File: src/rtl/tube_arbiter.sv
// -----------------------------------------------------------------------------
// tube_arbiter
//
// Shares the seven-segment tube display device between two bus masters
// (port 0: CPU bridge, port 1: debug/switch overlay). Each port issues
// single-word read/write transactions with a req/ack handshake; the arbiter
// serializes them onto the device's single we/addr/din/dout port using
// round-robin fairness plus an optional bounded lock, so a master can update
// the low word (addr 6) and high nibble (addr 7) back to back.
//
// Ports
//   i_clk, i_rst_n            clock, asynchronous active-low reset
//   i_pN_req                  transaction request (held until ack)
//   i_pN_we                   1 = write, 0 = read
//   i_pN_addr [2:0]           device word address (6 and 7 legal)
//   i_pN_din  [31:0]          write data
//   i_pN_lock                 keep ownership for the next transaction
//   o_pN_ack                  one-cycle completion pulse
//   o_pN_err                  one-cycle illegal-address pulse (with ack)
//   o_pN_rdata [31:0]         registered read data
//   o_dev_we, o_dev_addr, o_dev_din, i_dev_dout   device port
//
// State | meaning
//   IDLE | waiting for a request; picks a winner and latches its command
//   XFER | command on the device port; read data captured at cycle end
//   ACK  | ack/err pulse to the winner; fairness and lock bookkeeping
// -----------------------------------------------------------------------------
module tube_arbiter #(
    parameter int unsigned LOCK_MAX = 4
) (
    input  logic        i_clk,
    input  logic        i_rst_n,
    input  logic        i_p0_req,
    input  logic        i_p1_req,
    input  logic        i_p0_we,
    input  logic        i_p1_we,
    input  logic [2:0]  i_p0_addr,
    input  logic [2:0]  i_p1_addr,
    input  logic [31:0] i_p0_din,
    input  logic [31:0] i_p1_din,
    input  logic        i_p0_lock,
    input  logic        i_p1_lock,
    output logic        o_p0_ack,
    output logic        o_p1_ack,
    output logic        o_p0_err,
    output logic        o_p1_err,
    output logic [31:0] o_p0_rdata,
    output logic [31:0] o_p1_rdata,
    output logic        o_dev_we,
    output logic [2:0]  o_dev_addr,
    output logic [31:0] o_dev_din,
    input  logic [31:0] i_dev_dout
);

    typedef enum logic [1:0] {
        S_IDLE = 2'd0,
        S_XFER = 2'd1,
        S_ACK  = 2'd2
    } state_t;

    localparam logic [3:0] LOCK_LIM = 4'(LOCK_MAX);

    state_t      r_state;
    logic        r_win;
    logic        r_we;
    logic [2:0]  r_addr;
    logic [31:0] r_din;
    logic        r_last;
    logic        r_lock_vld;
    logic        r_lock_own;
    logic [3:0]  r_lock_cnt;
    logic [31:0] r_rdata0;
    logic [31:0] r_rdata1;

    state_t      w_state_nxt;
    logic        w_win_nxt;
    logic        w_load;
    logic        w_lock_vld_nxt;
    logic        w_lock_own_nxt;
    logic [3:0]  w_lock_cnt_nxt;
    logic [1:0]  w_req;
    logic [1:0]  w_lock_in;
    logic        w_own_req;
    logic        w_legal;
    logic        w_sel_we;
    logic [2:0]  w_sel_addr;
    logic [31:0] w_sel_din;
    logic [31:0] w_rd_val;

    assign w_req     = {i_p1_req, i_p0_req};
    assign w_lock_in = {i_p1_lock, i_p0_lock};
    assign w_own_req = w_req[r_lock_own];
    assign w_legal   = (r_addr == 3'b110) || (r_addr == 3'b111);

    assign w_sel_we   = w_win_nxt ? i_p1_we   : i_p0_we;
    assign w_sel_addr = w_win_nxt ? i_p1_addr : i_p0_addr;
    assign w_sel_din  = w_win_nxt ? i_p1_din  : i_p0_din;

    // Illegal reads return zero rather than whatever the device drives.
    assign w_rd_val = w_legal ? i_dev_dout : 32'd0;

    always_comb begin
        w_state_nxt    = r_state;
        w_win_nxt      = r_win;
        w_load         = 1'b0;
        w_lock_vld_nxt = r_lock_vld;
        w_lock_own_nxt = r_lock_own;
        w_lock_cnt_nxt = r_lock_cnt;
        case (r_state)
            S_IDLE: begin
                // Owner stopped requesting: the lock is released.
                if (r_lock_vld && !w_own_req) begin
                    w_lock_vld_nxt = 1'b0;
                    w_lock_cnt_nxt = 4'd0;
                end
                if (w_req != 2'b00) begin
                    w_load      = 1'b1;
                    w_state_nxt = S_XFER;
                    if (r_lock_vld && w_own_req && (r_lock_cnt < LOCK_LIM)) begin
                        w_win_nxt = r_lock_own;
                    end else if (r_lock_vld && w_own_req) begin
                        // Lock exhausted: yield once if the other port waits,
                        // otherwise serve the owner and restart the count.
                        w_lock_vld_nxt = 1'b0;
                        if (w_req[~r_lock_own]) begin
                            w_win_nxt      = ~r_lock_own;
                            w_lock_cnt_nxt = 4'd0;
                        end else begin
                            w_win_nxt      = r_lock_own;
                            w_lock_cnt_nxt = 4'd1;
                        end
                    end else if (w_req == 2'b11) begin
                        w_win_nxt = ~r_last;
                    end else begin
                        w_win_nxt = w_req[1];
                    end
                end
            end
            S_XFER: begin
                w_state_nxt = S_ACK;
            end
            S_ACK: begin
                w_state_nxt = S_IDLE;
                if (w_lock_in[r_win]) begin
                    w_lock_vld_nxt = 1'b1;
                    w_lock_own_nxt = r_win;
                    if (r_lock_vld && (r_lock_own == r_win)) begin
                        w_lock_cnt_nxt = r_lock_cnt + 4'd1;
                    end else begin
                        w_lock_cnt_nxt = 4'd1;
                    end
                end else begin
                    w_lock_vld_nxt = 1'b0;
                    w_lock_cnt_nxt = 4'd0;
                end
            end
            default: begin
                w_state_nxt = S_IDLE;
            end
        endcase
    end

    always_ff @(posedge i_clk or negedge i_rst_n) begin
        if (!i_rst_n) begin
            r_state    <= S_IDLE;
            r_win      <= 1'b0;
            r_we       <= 1'b0;
            r_addr     <= 3'd0;
            r_din      <= 32'd0;
            r_last     <= 1'b1;
            r_lock_vld <= 1'b0;
            r_lock_own <= 1'b0;
            r_lock_cnt <= 4'd0;
            r_rdata0   <= 32'd0;
            r_rdata1   <= 32'd0;
        end else begin
            r_state    <= w_state_nxt;
            r_win      <= w_win_nxt;
            r_lock_vld <= w_lock_vld_nxt;
            r_lock_own <= w_lock_own_nxt;
            r_lock_cnt <= w_lock_cnt_nxt;
            if (w_load) begin
                r_we   <= w_sel_we;
                r_addr <= w_sel_addr;
                r_din  <= w_sel_din;
            end
            if ((r_state == S_XFER) && !r_we) begin
                if (r_win) begin
                    r_rdata1 <= w_rd_val;
                end else begin
                    r_rdata0 <= w_rd_val;
                end
            end
            if (r_state == S_ACK) begin
                r_last <= r_win;
            end
        end
    end

    // Decoded straight from state so an async reset drops them immediately.
    assign o_dev_we   = (r_state == S_XFER) && r_we && w_legal;
    assign o_dev_addr = r_addr;
    assign o_dev_din  = r_din;
    assign o_p0_ack   = (r_state == S_ACK) && !r_win;
    assign o_p1_ack   = (r_state == S_ACK) && r_win;
    assign o_p0_err   = o_p0_ack && !w_legal;
    assign o_p1_err   = o_p1_ack && !w_legal;
    assign o_p0_rdata = r_rdata0;
    assign o_p1_rdata = r_rdata1;

endmodule

File: config.mk
export PLATFORM = sky130hd
export DESIGN_NAME = tube_arbiter
export DESIGN_NICKNAME = d
export VERILOG_FILES = /design/src/rtl/tube_arbiter.sv
export SDC_FILE = /design/constraint.sdc
export NUM_CORES = 1
export LEC_CHECK = 0
export BUFFER_PORTS_ARGS = -buffer_cell sky130_fd_sc_hd__buf_2
export CAP_MARGIN = 20
export CORE_ASPECT_RATIO = 0.5
export CORE_MARGIN = 1
export CORE_UTILIZATION = 48
export DETAILED_ROUTE_END_ITERATION = 10
export PLACE_DENSITY = 0.9
export RECOVER_POWER = 50
export SYNTH_ARGS = -nofsm -noshare
export SYNTH_HDL_FRONTEND = slang
export SYNTH_SLANG_ARGS = --single-unit
File: constraint.sdc
create_clock -name i_clk -period 1.7 [get_ports i_clk]
set_input_delay 0.255 -clock i_clk [delete_from_list [all_inputs] [get_ports i_clk]]
set_output_delay 0.255 -clock i_clk [all_outputs]
set_load 0.03 [all_outputs]
# --- Word level (Yosys, flattened, before mapping) ---
# Cells that the tools add are included.
# W data, S select, Z words.
totals:
  reg_bits: 110
  latch_bits: 0
  ram_bits: 0
  mem_bits_ro: 0
  in_bits: 110
  word_cells: 82
  n_memories: 0
op_classes:
  n_addsub: 1
  multipliers: 0
  div_mod_pow: 0
  magnitude_cmp: 4
  eq_ne: 7
  shifts: 0
  muxes: 34
  bitwise_logic: 3
  n_reduce_logical: 22
op_table:
  columns: ["cell", "n"]
  rows:
  - ["$mux W32", 2]
  - ["$mux W4", 6]
  - ["$mux W1", 21]
  - ["$logic_and A1 B1 Y1", 11]
  - ["$pmux W4 S2", 1]
  - ["$eq A3 B3 Y1 const B", 2]
  - ["$lt A1 B2 Y1 const B", 3]
  - ["$reduce_and A2 Y1", 3]
  - ["$add A4 B1 Y4 const B", 1]
  - ["$eq A2 B2 Y1 const B", 2]
  - ["$logic_not A1 Y1", 4]
  - ["$lt A4 B3 Y1 const B", 1]
  - ["$pmux W2 S2", 1]
  - ["$reduce_bool A2 Y1", 2]
  - ["$mux W3", 1]
  - ["$not A1 Y1", 3]
  - ["$eq A2 B1 Y1 const B", 1]
  - ["$logic_not A2 Y1", 1]
  - ["$mux W2", 1]
  - ["$ne A2 B2 Y1 const B", 1]
  - ["$pmux W1 S2", 1]
  - ["$eq A1 B1 Y1", 1]
  - ["$logic_or A1 B1 Y1", 1]

# --- Logic depth before layout (Yosys ltp) ---
# Gate-level depths: netlist of run 1.
depth:
  depth_word: 9
  ltp_mapped: 7
  depth_no_buf: 5

# --- Worst setup path after synthesis of run 1 ---
# OpenSTA, ideal clock, no wires.
synth_path:
  path_kind: "reg2out"
  from: "register r_addr[2], in the netlist o_dev_addr[2]"
  to: "output o_p0_err"
  arrival_ps: 1746
  required_ps: 1445
  setup_slack_ps: -301
  path_stages_with_launch: 5
  n_path_buf: 2
  cell_sequence: "dfrtp_1 > and2_1 > clkbuf_1 > clkbuf_1 > nor3_1"
synth_between:
  elab_chain_len: 4
  elab_cells_between_ends: 5
  classes_between: "eq/ne: 2; reduce/logical: 3"
synth_rtl:
  columns: ["element", "line_no", "rtl"]
  rows:
  - ["start, declared", "66", "logic [2:0] r_addr;"]
  - ["start signal, assigned", "184", "r_addr <= w_sel_addr;"]
  - ["$eq A3 B3 Y1", "93", "assign w_legal = (r_addr == 3'b110) || (r_addr == 3'b111);"]
  - ["$logic_or A1 B1 Y1 *", "93", null]
  - ["$logic_not A1 Y1 *", "206", "assign o_p0_err = o_p0_ack && !w_legal;"]
  - ["$logic_and A1 B1 Y1 *", "206", null]
  - ["end, declared", "45", "output logic o_p0_err,"]
# Every way passes the cells marked *; elsewhere a longest branch is shown, timed or not.

# --- Worst setup path after layout of run 1 ---
layout_path:
  from: "register r_state[0]"
  to: "output o_dev_we"
layout_between:
  elab_chain_len: 3
layout_rtl:
  columns: ["element", "line_no", "rtl"]
  rows:
  - ["start, declared", "63", "state_t r_state;"]
  - ["start signal, assigned", "177", "r_state <= w_state_nxt;"]
  - ["$eq A2 B1 Y1", "201", "assign o_dev_we = (r_state == S_XFER) && r_we && w_legal;"]
  - ["$logic_and A1 B1 Y1 (2 in series)", "201", null]
  - ["end, declared", "49", "output logic o_dev_we,"]
# No other way between the ends.

==> results of run 1 <==
[state kept, by name, summed over array words and instances, names as in the netlist]
signal	flops
o_dev_din	32
o_p0_rdata	32
o_p1_rdata	32
r_lock_cnt	4
o_dev_addr	3
r_state	2
r_last	1
r_lock_own	1
r_lock_vld	1
r_we	1
r_win	1
[power by group through the flow]
stage	combinational, mW	sequential [mW]	clock [mW]
6_report	6.13	4.25	2.10
5_1_grt	6.63	4.39	2.25
4_1_cts	6.29	4.23	2.15
3_5_place_dp	6.28	4.26	0
3_3_place_gp	6.08	4.22	0
2_1_floorplan	2.57	6.02	0
[routing by layer]
layer | share of wire | up-vias
met3 | 0.064 | 20
met1 | 0.42 | 2164
li1 | - | 2179
met4 | 0.014 | 0
met5 | 0 | -
met2 | 0.51 | 201
[worst max path at each step]
stage	from	end	cells after the start
after floorplan	o_dev_addr[2]	o_p0_err	4
final	r_state[0]	o_dev_we	3
after global placement	r_lock_cnt[2]	o_dev_din[15]	5
after CTS	r_state[0]	o_dev_we	3
after global routing	r_state[1]	o_p1_err	4
after detailed placement	r_lock_cnt[2]	o_dev_din[15]	5
[cell families (layout without fill, tap and decap cells)]
| group | after synthesis | after routing | synth area share |
|---|---|---|---|
| AOI/OAI and AO/OA | 191 | 191 | 0.237 |
| and+or+nand+nor | 159 | 159 | 0.132 |
| DFF | 110 | 110 | 0.563 |
| buffers and inverters | 46 | 256 | 0.0552 |
| muxes | 3 | 3 | 0.00665 |
| xor gates and xnor gates | 2 | 2 | 0.00358 |
| adders and majority gates | 1 | 1 | 0.00256 |
[final cells by class]
class | instances | area, sq um | area share
inverter | 5 | 18.8 | 0.00294
timing repair buffer | 235 | 1270 | 0.198
tap | 135 | 169 | 0.0264
clock buffer | 9 | 225 | 0.0352
clock inverter | 7 | 77.6 | 0.0121
sequential | 110 | 2760 | 0.431
multi-input combinational | 356 | 1880 | 0.294
[metrics by stage]
| stage | setup WS, ns | setup TNS [ns] | cells |
|---|---|---|---|
| 6_report | 0.0114 | 0 | 857 |
| 5_1_grt | -0.0412 | -0.167 | 857 |
| 4_1_cts | 0.00544 | 0 | 857 |
| 3_5_place_dp | 0.117 | 0 | 840 |
| 3_3_place_gp | 0.112 | 0 | 840 |
| 2_1_floorplan | -0.0166 | -0.0203 | 512 |
[cells in the mapped netlist, types with 2 or more instances]
cell type                    n
sky130_fd_sc_hd__a31oi_1    37
sky130_fd_sc_hd__inv_2       2
sky130_fd_sc_hd__mux2_2      2
sky130_fd_sc_hd__nor2b_1     2
sky130_fd_sc_hd__a21oi_1    41
sky130_fd_sc_hd__clkbuf_1   17
sky130_fd_sc_hd__o21ai_1     4
sky130_fd_sc_hd__buf_4       2
sky130_fd_sc_hd__a22o_1      2
sky130_fd_sc_hd__buf_2      12
sky130_fd_sc_hd__nand2_1   104
sky130_fd_sc_hd__dfrtp_1   109
sky130_fd_sc_hd__inv_1       3
sky130_fd_sc_hd__o21ai_0    70
sky130_fd_sc_hd__o21ai_2    28
sky130_fd_sc_hd__buf_6      10
sky130_fd_sc_hd__nor2_1     43
sky130_fd_sc_hd__xnor2_1     2
[critical path, cell delays in order (launching register included)]
cell and delay, ns:
sky130_fd_sc_hd__dfrtp_1 0.44, sky130_fd_sc_hd__nor2b_1 0.26, sky130_fd_sc_hd__and3_2 0.21, sky130_fd_sc_hd__buf_2 0.19
[timing repair]
action	CTS	global route
endpoints found under the setup margin	2	2
endpoints found under the hold margin	24	0
gates resized for setup	2	0
hold buffers	1	0
==> impl.org, run 1 <==
** Status
- The flow ran to the end, and the final reports show no timing, DRC or antenna violations.

** Timing
- Setup repair after global routing could not meet its margin everywhere.
- Final period util :: 0.993
- The worst pin sits at a relative slew slack of 0.548.
- For this run, the top clock speed supported by timing is 592 MHz.
- Total setup violations reported at the end of the flow :: 0
- Worst slack on hold paths :: 0.151 ns
- The number of max-slew violations in the final report was 0.
- Across the routed clock network, the largest skew measured is 0.0102 ns.
- Count of endpoints failing hold in the final timing report :: 0
- Measured slew at the worst slew-check pin :: 0.678 ns
- After layout, the minimum clock period comes to 1.69 ns.

** Power
- Gate power share :: 0.491
- IR analysis of the VDD net gives a maximum drop of 0.854 mV.
- The share of total power dissipated in the clock network is 0.168.
- Leakage power summed over all cells :: 3.07 nW
- Sw power :: between 6 and 7 mW
- Internal power of the cells :: roughly 6.5 mW
- The share of total power dissipated in sequential elements is 0.341.
- Fraction of power spent switching nets :: 0.482
- P per Cell Area :: slightly below 2000 mW/mm^2
- Summing internal, switching and leakage power gives 12.5 mW.

** Placed design
- Summing all placed instances gives a cell area of about 0.0062 sq mm.
- # port buffers :: 213
- Placed wire-length estimate after detailed placement :: 9140 um
- Routability cong. :: 0.845

** Floorplan
- Starting Density :: 0.506
- Measured along the x axis, the die boundary spans ~140 um.
- Number of placed I/O pins :: 214
- The floorplan step set the die height to approximately 73 um.
- The floorplan step defined a die boundary enclosing 0.0106 sq mm.
- Core footprint :: 0.00967 sq mm
- In this run the core area contains 25 standard-cell rows.

** Global route
- In this run the most used layer during global routing was met2.
- Vias in the first global route :: 4198
- Global router's overall resource usage :: 0.242
- Summed over all layers, the global routing overflow is 0.
- For this run, global-route usage on met1 was measured as 0.293.
- Pin count of the biggest net entering global routing :: 65
- The number of antenna violations at the first check in global routing came to 0.
- In the global route stage, met2 resource usage came out at 0.436.
- In the global route stage, met3 resource usage came out at 0.0567.
- The first global-routing pass estimated around 20000 um of wire.

** Logic synthesis
- Post-synth EDFFs :: 0
- Synthesized instance count :: slightly above 500
- Of the post-synthesis cell area, the dominant cell type holds 0.557.
- The number of nets in the synthesized netlist is just over 600.
- Unique cell type count in the Yosys netlist :: 40
- Synthesis inferred 110 register bits.
- In this run the cell area of the synthesized design comes to a little under 0.005 sq mm.
- Per-instance average area after synthesis :: 9.56 sq um
- Of the synthesized area, sequential elements account for 0.563.
- Top area cells in the synthesized netlist :: sky130_fd_sc_hd__dfrtp_1 (56%), sky130_fd_sc_hd__nand2_1 (8.0%), sky130_fd_sc_hd__o21ai_0 (7.2%)
- Summed over all instances, the cell type with the most area after synthesis is sky130_fd_sc_hd__dfrtp_1.
- Warnings, synthesis :: 0
- For this run, the leading register cell type out of synthesis is sky130_fd_sc_hd__dfrtp_1.
- Async S/R FF share, synth :: 1.00

** Finish
- Leaving out fill and tap cells, the most frequent cell in the layout is sky130_fd_sc_hd__buf_2.
- Compared with the post-synthesis result, the final layout area differs by 30.6%.
- Cell area after layout :: 0.00639 sq mm
- Net count of the finished layout :: a little over 800
- For this run, the share of the core covered by cells in the final layout is 0.661.
- In the final layout, the share of cells above drive strength 1 is 0.343.
- In the layout the commonest cells are sky130_fd_sc_hd__buf_2 (165), sky130_fd_sc_hd__dfrtp_1 (108), sky130_fd_sc_hd__nand2_1 (104).
- Number of filler cells placed in the layout :: between 700 and 800
- Antenna diode instance count :: 0

** Clocking
- Clock latency reported for the late side of the worst-skew pair :: 0.35 ns
- H-tree depth reported by CTS :: 3
- In this run the deepest clock path goes through 2 buffers.
- Counting the buffers created by CTS gives 9.
- Clock slew at reported path FFs :: 0.08 ns
- TritonCTS built the clock tree.
- Root Driver :: sky130_fd_sc_hd__clkbuf_16
- Counting every sink on the clock net gives 110.
- After clock tree synthesis, the setup repair step added 0 buffers.

** Route
- DRC violations left :: 0
- Vias per Instance :: 5.33
- For this block, the initial DRC count from the detailed router was 236.
- Total wirelength of the detailed-routed design :: 12900 um
- Iteration count of the initial detailed-routing pass :: 5
- WL/cell :: 15.1 um
- For this block, the via count after detailed routing is 4564.
- The count of nets left with antenna violations once routing finished came out at 0.

** Critical path
- At the worst endpoint, the required time is 1.44 ns.
- Setup crit start kind :: flip-flop
- RR Endpoint :: o_dev_din[8]
- At the worst endpoint, the arrival time is 1.43 ns.
- The startpoint identified for the worst register-to-register timing path is r_lock_cnt[2].
- STA classifies the critical path endpoint as an output port.
- Measured in cells, the most critical reg-to-reg path has a length of 5.
- In this run the register-to-register setup slack is 0.09 ns.
- Along the worst path, the maximum fanout reaches 5.
- WS Path Type :: flip-flop to output port

** Flow run
- Number of max-cap violations :: 0

** Hold path
- In this run the most critical hold path is launched from i_p0_din[22].
- The worst hold path passes through 3 cells.
- For hold timing, the worst endpoint is o_dev_din[22].
- Worst min-delay path category :: input pin to flip-flop
(Power assumes the default switching activity.)
==> run 2: changes to the inputs <==
--- a/config.mk
+++ b/config.mk
@@ -8,7 +8,7 @@
 export BUFFER_PORTS_ARGS = -buffer_cell sky130_fd_sc_hd__buf_2
 export CAP_MARGIN = 20
 export CORE_ASPECT_RATIO = 0.5
-export CORE_MARGIN = 1
+export CORE_MARGIN = 4
 export CORE_UTILIZATION = 48
 export DETAILED_ROUTE_END_ITERATION = 10
 export PLACE_DENSITY = 0.9
==> constraint.sdc (replaced) <==
create_clock -name i_clk -period 1.7 [get_ports i_clk]
set_input_delay 0.34 -clock i_clk [delete_from_list [all_inputs] [get_ports i_clk]]
set_output_delay 0.34 -clock i_clk [all_outputs]
set_load 0.03 [all_outputs]
==> impl.org, run 2 (same netlist as run 1, synthesis figures left out) <==
** Global route
- For this run, the total global-route usage over all layers was measured as 0.224.
- The via count of the first global-routing pass was 4545.
- Pin count of the biggest net entering global routing :: between 60 and 70
- GRT overflow :: 0
- Global-route wire length before repair :: 21500 um
- Antenna violations before repair :: 0

** Floorplan
- The floorplan step defined a die boundary enclosing 0.0120 sq mm.
- The core region is 0.00970 sq mm.
- The floorplan has 25 rows.
- Starting Density :: 0.505
- The die is roughly 79 um tall.
- For this design the top-level I/O count stands at around 210.
- From left edge to right edge, the die measures approximately 150 um.

** Finish
- Register area :: 0.00276 sq mm
- Area growth from synthesis to final layout :: 35.0%
- Cell Count, Final, Fillers Out :: a little under 900
- Layout cells sized above 1 :: 0.432
- Antenna diode instance count :: 0
- The library cells used most frequently in the layout, excluding fill and tap cells, are sky130_fd_sc_hd__buf_2 (208), sky130_fd_sc_hd__dfrtp_1 (104), sky130_fd_sc_hd__nand2_1 (102).
- Area of the multi-input gates :: approximately 0.0019 sq mm
- Net count of the finished layout :: 837
- Most common cell after layout, fill and taps aside :: sky130_fd_sc_hd__buf_2
- Number of filler cells placed in the layout :: approximately 730
- Cell area after layout :: 0.00661 sq mm

** Route
- For this block, the initial DRC count from the detailed router was 324.
- Dividing the detail-routed wire length by the instance count gives 15.8 um.
- Detailed routing inserted a total of 4605 vias.
- Iteration count of the initial detailed-routing pass :: 4
- Antenna Nets Post-Route :: 0
- Vias per Instance :: 5.32
- After detailed routing, the total wire length is 13700 um.
- DRC violations left :: 0

** Timing
- Measured slew at the worst slew-check pin :: 0.499 ns
- Count of endpoints failing hold in the final timing report :: 0
- The number of max-slew violations in the final report was 0.
- Clock skew on the completed layout was measured at between 0.007 and 0.008 ns.
- Final period util :: 0.979
- Setup repair after global routing missed its margin :: true
- Final setup TNS :: 0 ns
- Derived from the worst setup path, the maximum achievable clock frequency is 601 MHz.
- Setup violations remaining at the end of the flow were counted as 0.
- Period minus WS final :: 1.66 ns
- The worst pin sits at a relative slew slack of 0.668.

** Placed design
- Placed wire-length estimate after detailed placement :: approximately 9900 um
- Routability-driven placement finished with a final weighted congestion of 0.867.
- During placement, the flow inserted port buffers numbering 213.
- Counting tap cells, the placed design contains a total of 843 instances.
- After detailed placement, the total cell area comes to 0.00618 sq mm.

** Critical path
- The worst register-to-register path begins at r_state[1].
- Critical Path Fanout Max :: 6
- The worst setup path is launched from a flip-flop.
- In this run the register-to-register setup slack is 0.06 ns.
- The critical path starts at r_win.
- STA classifies the critical path endpoint as an output port.
- For the worst setup path, the data required time is approximately 1.4 ns.
- Data on the critical path arrives at its endpoint at 1.32 ns.
- The worst setup path is of the flip-flop to output port kind.

** Power
- Tot Pwr :: about 13 mW
- For this design the static power due to leakage is roughly 3.3 nW.
- P per Cell Area :: 1960 mW/mm^2
- VDD sags by at most 1.23 mV.

** Clocking
- The clock net in this run drives a total of 110 sinks.
- CTS Buf Count :: 9
- The clock reaches the later pin of the worst-skew pair after 0.34 ns.
- Clock-pin slew was measured on the worst setup and hold paths at around 0.080 ns.
- Root Driver :: sky130_fd_sc_hd__clkbuf_16
- TritonCTS built the clock tree.
- Clock Tree Buf Depth :: 2
- H-tree depth reported by CTS :: 3

** Hold path
- Beginning of the worst hold path :: i_p0_din[26]
- Worst min-delay path category :: input pin to flip-flop

** Status
- Result of the run :: completed

** Flow run
- The tool flagged a number of max-cap violations equal to 0.
run 2: cell count changes in the layout (fill, tap and decap cells not counted), moves of 4 or more:
cell | previous run | this run
sky130_fd_sc_hd__clkbuf_1 | 47 | 0
sky130_fd_sc_hd__buf_2 | 165 | 208
sky130_fd_sc_hd__buf_4 | 12 | 23
sky130_fd_sc_hd__dfrtp_1 | 108 | 104
sky130_fd_sc_hd__dfrtp_2 | 1 | 5
run 2: area by class of cell:
class / instances / share of cell area
sequential: 110 / 0.418
multi-input combinational: 356 / 0.291
timing repair buffer: 244 / 0.216
clock buffer: 9 / 0.0341
tap: 135 / 0.0256
clock inverter: 7 / 0.0131
inverter: 5 / 0.00341
run 2: metal layers:
| metal | part of all wire | up-vias | global-route usage | wire [um] |
|---|---|---|---|---|
| li1 | - | 2197 | - | - |
| met3 | 0.082 | 32 | 0.0522 | 1120 |
| met1 | 0.40 | 2149 | 0.277 | 5420 |
| met2 | 0.49 | 227 | 0.378 | 6760 |
| met5 | 0 | - | 0 | 0 |
| met4 | 0.028 | 0 | 0.104 | 383 |
run 2: where the power goes:
group / internal (mW) / total (mW) / leakage (nW) / switching (mW)
Combinational: 2.06 / 6.49 / 1.76 / 4.43
Clock: 1.18 / 2.21 / 0.151 / 1.03
Sequential: 3.64 / 4.26 / 1.37 / 0.617
run 2: final timing paths:
kind                            depth (start not counted)            end
worst max register to register                          5  o_dev_din[18]
worst max-delay path                                    3       o_p0_err
max in group asynchronous                               3         r_last
worst min-delay path                                    3  o_dev_din[26]
worst min register to register                          2         r_last
min in group asynchronous                               2  o_p0_rdata[2]
run 2: stage by stage:
stage          utilization  hold slack [ns]  setup WS, ns
2_1_floorplan            -           0.0444        0.0113
3_3_place_gp         0.637            0.332         0.111
3_5_place_dp         0.637            0.340        0.0649
4_1_cts              0.673            0.228      0.000377
5_1_grt              0.682            0.238       -0.0191
6_report             0.682            0.244        0.0357
run 2: critical path: stages (launching register included):
cell and delay (ns):
sky130_fd_sc_hd__dfrtp_2 0.47, sky130_fd_sc_hd__buf_4 0.18, sky130_fd_sc_hd__nor3_4 0.19, sky130_fd_sc_hd__buf_6 0.15
run 2: what timing repair did:
item / in CTS / in global routing
buffers inserted: 2 / 4
gates resized for setup: 8 / 16
endpoints found under the setup margin: 4 / 14
hold buffers: 1 / 0
endpoints found under the hold margin: 30 / 0
pin swaps: 0 / 0
==> run 3: changes to the inputs <==
--- a/config.mk
+++ b/config.mk
@@ -13,6 +13,7 @@
 export DETAILED_ROUTE_END_ITERATION = 10
 export PLACE_DENSITY = 0.9
 export RECOVER_POWER = 50
+export REMOVE_ABC_BUFFERS = 1
 export SYNTH_ARGS = -nofsm -noshare
 export SYNTH_HDL_FRONTEND = slang
 export SYNTH_SLANG_ARGS = --single-unit
==> impl.org, run 3 (same netlist as run 1, synthesis figures left out) <==
** Floorplan
- Number of placed I/O pins :: 214
- The die is 79.4 um tall.
- Die area :: between 0.01 and 0.015 sq mm
- Core footprint :: 0.00970 sq mm
- DIE WIDTH :: 151 um
- The initial utilization of the core area, before any placement, comes to 0.505.
- Site Rows :: 25

** Critical path
- Counting stages on the worst path, the most repeated cell is sky130_fd_sc_hd__buf_4.
- Worst-path cell chain :: buf_4 > or3_4 > buf_4 > a31oi_1 > a21oi_1
- Required time of the worst setup path :: 1.93 ns
- In this run the worst path has a maximum fanout of 23.
- The worst setup path is captured at a flip-flop.
- For this run, the slowest stage of the critical path takes between 0.4 and 0.5 ns.
- Among all stages on the critical path, the largest delay is contributed by sky130_fd_sc_hd__dfrtp_2.
- STA classifies the critical path startpoint as a flip-flop.
- The worst setup path is of the flip-flop to flip-flop kind.
- At the worst endpoint, the arrival time is 1.90 ns.

** Route
- WL/cell :: 16.2 um
- Iteration count of the initial detailed-routing pass :: 4
- DRC violations left :: 0
- Via total after detailed routing :: 4678
- Dividing the detail-routed via count by the number of cells gives around 5.4.
- The count of nets left with antenna violations once routing finished came out at 0.
- Total wirelength of the detailed-routed design :: between 10000 and 15000 um
- In this run, the number of DRC markers left after iteration 0 of detailed routing was 269.

** Power
- Dividing total power by cell area gives a power density of 1940 mW/mm^2.
- Peak supply drop :: 0.920 mV
- Leakage power summed over all cells :: 3.26 nW

** Finish
- End-of-flow core utilization :: 0.674
- Layout cells sized above 1 :: 0.421
- Number of filler cells placed in the layout :: 732
- After routing the design area is about 0.0065 sq mm.
- In the layout the commonest cells are sky130_fd_sc_hd__buf_2 (207), sky130_fd_sc_hd__dfrtp_1 (107), sky130_fd_sc_hd__nand2_1 (102).
- 0 antenna diodes ended up in the layout.
- Compared with the post-synthesis result, the final layout area differs by 33.4%.
- The net count of the finished layout is 835.
- Leaving out fill and tap cells, the most frequent cell in the layout is sky130_fd_sc_hd__buf_2.

** Global route
- Antenna violations before repair :: 0
- Pin count of the biggest net entering global routing :: 65
- For this run the aggregate overflow at the end of global routing stands at 0.
- Vias in the first global route :: between 4000 and 5000
- For this run, the total global-route usage over all layers was measured as 0.227.
- Global-route wire length before repair :: 21800 um

** Timing
- Final setup TNS :: 0 ns
- At the pin with the least slew margin, the transition time is 0.497 ns.
- Worst slew margin relative to its limit :: 0.669
- For this run, the top clock speed supported by timing is approximately 600 MHz.
- Total setup violations reported at the end of the flow :: 0
- Count of endpoints failing hold in the final timing report :: 0
- Setup repair after global routing could not meet its margin everywhere.
- The number of max-slew violations in the final report is 0.
- For the finished layout, the period the worst path requires is 1.67 ns.
- Final period util :: 0.984
- The worst path meets setup with 0.0267 ns of slack.
- Largest clock skew in the final design :: a little over 0.007 ns

** Clocking
- CTS Buf Count :: 9
- The clock net in this run drives a total of 110 sinks.
- Root Driver :: sky130_fd_sc_hd__clkbuf_16
- For the worst-skew pair, the clock arrives at the later sink with an insertion delay of 0.35 ns.
- H-tree depth reported by CTS :: 3
- CTS tree :: done
- Clock Tree Buf Depth :: 2
- Clock slew at reported path FFs :: 0.08 ns

** Status
- Result of the run :: completed

** Hold path
- The path class of the tightest hold or removal check is input pin to flip-flop.

** Placed design
- Before CTS, the worst setup slack after placement is -0.0353 ns.
- Routability cong. :: 0.858
- In this run the cell area measured after placement is 0.00614 sq mm.
- Placed wire-length estimate after detailed placement :: between 9000 and 10000 um
- Buffers placed on the I/O ports in this run total 213.

** Flow run
- Number of max-cap violations :: 0
[run 3: cell count changes in the layout (fill, tap and decap cells not counted), sizes merged]
cell and delta:
buf -4, bufinv -1, clkbuf +2, clkinv +1, clkinvlp -1, o31a +1
[run 3: area by class of cell]
cell class / instances / area, sq um / share of cell area
Clock buffer: 10 / 239 / 0.0366
Inverter: 5 / 18.8 / 0.00287
Timing Repair Buffer: 241 / 1380 / 0.211
Clock inverter: 6 / 52.6 / 0.00805
Tap cell: 135 / 169 / 0.0259
Multi-Input combinational cell: 357 / 1920 / 0.294
Sequential cell: 110 / 2760 / 0.422
[run 3: what timing repair did]
action | in CTS | in global routing
hold endpoints to repair | 35 | 0
cloned | 0 | 1
resized for setup | 5 | 17
buffers inserted | 0 | 2
setup endpoints to repair | 13 | 10
hold buffers | 1 | 0
pin swaps | 0 | 1
[run 3: where the power goes]
part,switching [mW],internal (mW)
registers,0.586,3.64
logic,4.41,1.99
clock network,1.00,1.06
total,6.00,6.69
[run 3: layer usage]
layer,part of all wire,track usage
met1,0.37,0.264
met2,0.51,0.402
met3,0.078,0.0596
met4,0.037,0.0913
met5,0,0
[run 3: critical path: cells and delay by family, from the launching register on]
kind,cells,cell delay [ns]
AO/OA/AOI/OAI,2,0.31
flip-flops,1,0.45
AND/OR/NAND/NOR,1,0.40
buffers and inverters,2,0.39
[run 3: metrics by stage]
| stage | cells | hold WS [ns] | power, mW |
|---|---|---|---|
| after global routing | 864 | 0.232 | 13.5 |
| after global placement | 844 | 0.336 | 10.3 |
| final | 864 | 0.239 | 12.7 |
| after floorplan | 471 | 0.0444 | 8.24 |
| after detailed placement | 844 | 0.340 | 10.5 |
| after CTS | 861 | 0.228 | 12.6 |
[run 3: path summary, 6_finish.rpt]
kind,endpoint,cells after the start,slack (ns),start
max in group asynchronous,r_last,3,0.55,i_rst_n
min reg2reg,r_last,2,0.47,r_last
min in group asynchronous,o_p1_rdata[12],2,0.54,i_rst_n
min,o_dev_din[7],3,0.24,i_p0_din[7]
max reg2reg,o_dev_din[18],5,0.03,r_state[0]
max,o_dev_din[18],5,0.03,r_state[0]
